`src/rtl/fetch_unit_pkg.sv`:
```
// Shared fetch-stage types and constants.
// IF/ID bundle, fetch FSM states, NOP bubble.
package fetch_unit_pkg;
  localparam int XLEN = 32;
  typedef logic [XLEN-1:0] data_t;
  localparam data_t NULL = '0;
  localparam data_t NOP_INSTR = 32'h0000_0013;

  typedef enum logic [1:0] {
    F_REQ,
    F_WAIT,
    F_DRAIN
  } fetch_state_t;

  typedef struct packed {
    data_t instr;
    data_t pc;
    data_t pc_p4;
    logic  misalign;
  } if_id_t;
endpackage

```
`src/rtl/fetch_unit_if_id_reg.sv`:
```
// IF/ID pipeline register.
// Load beats consume; flush beats load.
module if_id_reg
  import fetch_unit_pkg::*;
#(
  parameter data_t NOP = NOP_INSTR
) (
  input  logic            clk,
  input  logic            rst_n,
  input  logic            load,
  input  logic            flush,
  input  logic            consume,
  input  logic [XLEN-1:0] d_instr,
  input  logic [XLEN-1:0] d_pc,
  input  logic [XLEN-1:0] d_pc_p4,
  input  logic            d_misalign,
  output logic            valid,
  output logic [XLEN-1:0] instr,
  output logic [XLEN-1:0] pc,
  output logic [XLEN-1:0] pc_p4,
  output logic            misalign
);

  if_id_t q;

  // entry update: reset, then flush, load, consume
  always_ff @(posedge clk) begin
    if (!rst_n) begin
      valid <= 1'b0;
      q     <= '{instr: NOP, pc: NULL,
                 pc_p4: NULL, misalign: 1'b0};
    end else if (flush) begin
      valid      <= 1'b0;
      q.instr    <= NOP;
      q.misalign <= 1'b0;
    end else if (load) begin
      valid <= 1'b1;
      q     <= '{instr: d_instr, pc: d_pc,
                 pc_p4: d_pc_p4,
                 misalign: d_misalign};
    end else if (consume && valid) begin
      valid <= 1'b0;
    end
  end

  assign instr    = q.instr;
  assign pc       = q.pc;
  assign pc_p4    = q.pc_p4;
  assign misalign = q.misalign;

endmodule

```
`src/rtl/fetch_unit.sv`:
```
// Instruction fetch stage: one imem read in flight,
// IF/ID register out, PC stall and redirect drain.
module fetch_unit #(
  parameter logic [fetch_unit_pkg::XLEN-1:0]
    NOP_INSTR = fetch_unit_pkg::NOP_INSTR,
  parameter bit CHECK_ALIGN = 1'b1
) (
  input  logic                            clk,
  input  logic                            rst_n,
  input  logic [fetch_unit_pkg::XLEN-1:0] pc,
  input  logic [fetch_unit_pkg::XLEN-1:0] pc_p4,
  input  logic                            flush,
  output logic                            imem_req_valid,
  input  logic                            imem_req_ready,
  output logic [fetch_unit_pkg::XLEN-1:0] imem_addr,
  input  logic                            imem_resp_valid,
  output logic                            imem_resp_ready,
  input  logic [fetch_unit_pkg::XLEN-1:0] imem_resp_data,
  output logic                            if_valid,
  input  logic                            if_ready,
  output logic [fetch_unit_pkg::XLEN-1:0] if_instr,
  output logic [fetch_unit_pkg::XLEN-1:0] if_pc,
  output logic [fetch_unit_pkg::XLEN-1:0] if_pc_p4,
  output logic                            if_misalign,
  output logic                            pc_stall
);
  import fetch_unit_pkg::*;

  fetch_state_t state, state_n;

  logic  out_free;
  logic  misal;
  logic  load;
  logic  ld_mis;
  data_t ld_instr;

  assign out_free  = ~if_valid | if_ready;
  assign misal     = CHECK_ALIGN & (|pc[1:0]);
  assign imem_addr = pc;

  // state register
  always_ff @(posedge clk) begin
    if (!rst_n) state <= F_REQ;
    else        state <= state_n;
  end

  // next state, handshakes and output-register load
  always_comb begin
    state_n         = state;
    imem_req_valid  = 1'b0;
    imem_resp_ready = 1'b0;
    load            = 1'b0;
    ld_mis          = 1'b0;
    ld_instr        = imem_resp_data;
    if (rst_n) begin
      unique case (state)
        F_REQ: begin
          imem_req_valid = out_free & ~flush & ~misal;
          if (imem_req_valid && imem_req_ready)
            state_n = F_WAIT;
          if (misal && out_free && !flush) begin
            load     = 1'b1;
            ld_instr = NOP_INSTR;
            ld_mis   = 1'b1;
          end
        end
        F_WAIT: begin
          imem_resp_ready = out_free;
          if (imem_resp_valid && out_free) begin
            load    = ~flush;
            state_n = F_REQ;
          end else if (flush) begin
            state_n = F_DRAIN;
          end
        end
        F_DRAIN: begin
          imem_resp_ready = 1'b1;
          if (imem_resp_valid) state_n = F_REQ;
        end
        default: state_n = F_REQ;
      endcase
    end
  end

  // hold PC until an entry lands or a redirect arrives
  assign pc_stall = ~rst_n | ~(load | flush);

  if_id_reg #(.NOP(NOP_INSTR)) u_if_id (
    .clk        (clk),
    .rst_n      (rst_n),
    .load       (load),
    .flush      (flush),
    .consume    (if_ready),
    .d_instr    (ld_instr),
    .d_pc       (pc),
    .d_pc_p4    (pc_p4),
    .d_misalign (ld_mis),
    .valid      (if_valid),
    .instr      (if_instr),
    .pc         (if_pc),
    .pc_p4      (if_pc_p4),
    .misalign   (if_misalign)
  );

endmodule

```
`config.mk`:
```
export PLATFORM = sky130hd
export DESIGN_NAME = fetch_unit
export DESIGN_NICKNAME = d
export VERILOG_FILES = /design/src/rtl/fetch_unit_pkg.sv /design/src/rtl/fetch_unit_if_id_reg.sv /design/src/rtl/fetch_unit.sv
export SDC_FILE = /design/constraint.sdc
export NUM_CORES = 1
export LEC_CHECK = 0
export BUFFER_PORTS_ARGS = -buffer_cell sky130_fd_sc_hd__buf_2
export CAP_MARGIN = 20
export CORE_MARGIN = 1.5
export CORE_UTILIZATION = 30
export CTS_CLUSTER_DIAMETER = 120
export DETAILED_ROUTE_END_ITERATION = 6
export PLACE_DENSITY_LB_ADDON = 0.3
export SYNTH_ARGS = -nofsm -noshare
export SYNTH_HDL_FRONTEND = slang
export SYNTH_SLANG_ARGS = --single-unit
```
`constraint.sdc`:
```
create_clock -name clk -period 4.3 [get_ports clk]
set_clock_uncertainty 0.15 [all_clocks]
set_input_delay 1.075 -clock clk [delete_from_list [all_inputs] [get_ports clk]]
set_output_delay 1.075 -clock clk [all_outputs]
set_load 0.02 [all_outputs]
```
==> impl_metrics.json <==
{
  "mostFrequentLayoutCell": "buf_2",
  "flow.area_growth_from_synthesis_pct": 30.3,
  "cts_max_path_buffers": 2,
  "clock-root-buffer": "clkbuf_16",
  "timing.critical_path.from_type": "input port",
  "dp_hpwl_um": 8260,
  "post-synth-top-area-cell": "dfxtp_1",
  "timing.final.max_slew_violations": 0,
  "end_kind": "output pin",
  "worst-endpoint-required_ps": 3070,
  "final.setup.tns_ps": 0,
  "post-route-worst-setup-slack_ps": 990,
  "dieArea_mm2": 0.0146,
  "antenna_left": 0,
  "timing.fmax_mhz": 302,
  "layout.cells.most_common_list": "buf_2, nand2_1, dfxtp_1, a21boi_1, a21oi_1",
  "worst_setup_hold_path_clk_slew_ps": 60,
  "timing.critical_path.arrival_ps": 2080,
  "postCtsHoldBufs": 0,
  "syn-num-nets": 600,
  "post_synth_inst_count": 494,
  "die_w_um": 121,
  "instances_no_fill": 858,
  "synth_top_cells_by_area": "dfxtp_1, nand2_1, a21boi_1",
  "endpoints_failing_setup": 0,
  "layout.nets": 784,
  "worstHoldPathType": "register to register",
  "share_of_layout_cells_above_drive_strength_1_pct": 40.9,
  "r2r_setup_slack_ps": 1940,
  "remaining_drc_errors": 0,
  "setup_repair_after_global_routing_missed_its_margin": "no",
  "finalCritPeriodShare_pct": 77.0,
  "total_power_mw": 2.77,
  "htreeDepth": 3,
  "wirelength_um": 11200,
  "coreArea_mm2": 0.0134,
  "global_route.usage.total_pct": 15.1,
  "grt_antenna_before_repair": 0,
  "power_density_mw_per_mm2": 509,
  "clock_insertion_delay_worst_skew_ps": 340,
  "seq_area_frac_synth_pct": 48.0,
  "avgRoutedWirePerCell_um": 13.0,
  "dominantRegCellSynth": "dfxtp_1",
  "initialDrtViolationCount": 133,
  "finalWeightedCongestion": 0.804,
  "run_status": "finished, final reports clean",
  "critical_path_fanout_max": 7,
  "max_cap_viols": 0,
  "num_antenna_cells": 0,
  "critPathSlowestCell": "nor2b_1",
  "max-vdd-ir-drop_mv": 0.232,
  "slew_headroom_pct": 30.2,
  "placement_rows": 42,
  "globalRouteOverflowTotal": 0,
  "effective_utilization_at_floorplan_pct": 31.1,
  "yosys_warnings": 0,
  "path_cells": "buf_2 > nor2b_1 > a21oi_2 > o21ai_0 > buf_2",
  "vias": 3880,
  "asyncSetResetFlopFracSynth_pct": 0,
  "global_route_wire_length_before_repair_um": 17300,
  "synth_edf_count": 0,
  "clkSinkCount": 100,
  "portBuffers": 234,
  "mappedNetlistArea_mm2": 0.00417,
  "placed_cells_incl_taps": 843,
  "vias_per_cell": 4.52,
  "criticalPathCategory": "input port to output pin",
  "via_count_of_the_first_global_routing_pass": 3517,
  "cts_buffers": 9,
  "pre_cts_ws_ps": 982,
  "die_height_um": 121,
  "io_pins": 235,
  "grt_start_max_net_pins": 62,
  "hold_viol": 0,
  "timing_worst_slew_pin_value_ps": 1050,
  "drt_first_pass_iters": 5,
  "synth_cell_types": 30,
  "critPathMaxStageDelay_ps": 460,
  "post-cts-setup-buffer-count": 0,
  "ys_seq_elements": 100,
  "p_leak_nw": 2.56,
  "cts_repair_resize_count": 0,
  "final_worst_path_period_need_ps": 3310,
  "synth_area_per_cell_um2": 8.45,
  "clock_tree_from_tritoncts": "yes",
  "worst_path_most_repeated_cell": "buf_2",
  "top_area_cell_type_share_of_the_netlist_area_pct": 48.0
}
==> state kept, by name, summed over array words and instances, names as in the netlist <==
| signal | count |
|---|---|
| state | 2 |
| u_if_id.instr | 32 |
| u_if_id.misalign | 1 |
| u_if_id.pc | 32 |
| u_if_id.pc_p4 | 32 |
| u_if_id.valid | 1 |
==> synth_stat cells, drive strengths merged (3+ instances only) <==
cell	count
a21boi	64
a21oi	32
buf	52
clkbuf	15
dfxtp	100
ha	4
inv	3
nand2	164
nand3	30
nor2	6
nor2b	3
nor3	5
o21ai	5
==> final cells by class <==
class                      count  area (um^2)
tap                          176          220
timing repair buffer         240         1220
clock inverter                 4         26.3
clock buffer                  11          243
multi-input combinational    324         1720
sequential                   100         2000
fill                        1406         7960
inverter                       3         11.3
==> power breakdown <==
part	internal, mW	total [mW]	switching (mW)
registers	1.05	1.11	0.0572
clock network	0.404	0.746	0.342
logic	0.294	0.917	0.623
==> metal layers <==
metal / vias up / global-route usage [%] / share of wire (%)
met5: - / 0 / 0
li1: 1944 / - / -
met3: 11 / 4.51 / 8.9
met1: 1763 / 18.1 / 42
met4: 0 / 6.99 / 1.6
met2: 162 / 24.9 / 47
==> worst max-delay path, delay by kind of cell <==
family | cells | cell delay [ps]
compound gates | 2 | 250
buf+inv | 2 | 300
simple gates | 1 | 460
==> cells by family after synthesis <==
kind of cell    share of synthesized area [%]
buf+inv                                  10.8
flops                                    48.0
fa+ha+maj                                1.20
simple gates                             21.3
mux                                     0.480
compound gates                           18.3
==> path summary, 6_finish.rpt <==
check	endpoint	cells past startpoint	from
setup / recovery	pc_stall	5	if_ready
hold / removal	u_if_id.pc[22]	2	u_if_id.pc[22]
setup reg to reg	u_if_id.pc[2]	7	state[1]
hold reg to reg	u_if_id.pc[22]	2	u_if_id.pc[22]
==> stage by stage <==
| step | hold slack [ps] | util [%] | area (um^2) |
|---|---|---|---|
| 2_1_floorplan | 301 | - | 4170 |
| 3_3_place_gp | 286 | 38.6 | 5170 |
| 3_5_place_dp | 293 | 38.6 | 5170 |
| 4_1_cts | 301 | 40.6 | 5440 |
| 5_1_grt | 319 | 40.6 | 5440 |
| 6_report | 300 | 40.6 | 5440 |
(Power assumes the default switching activity.)
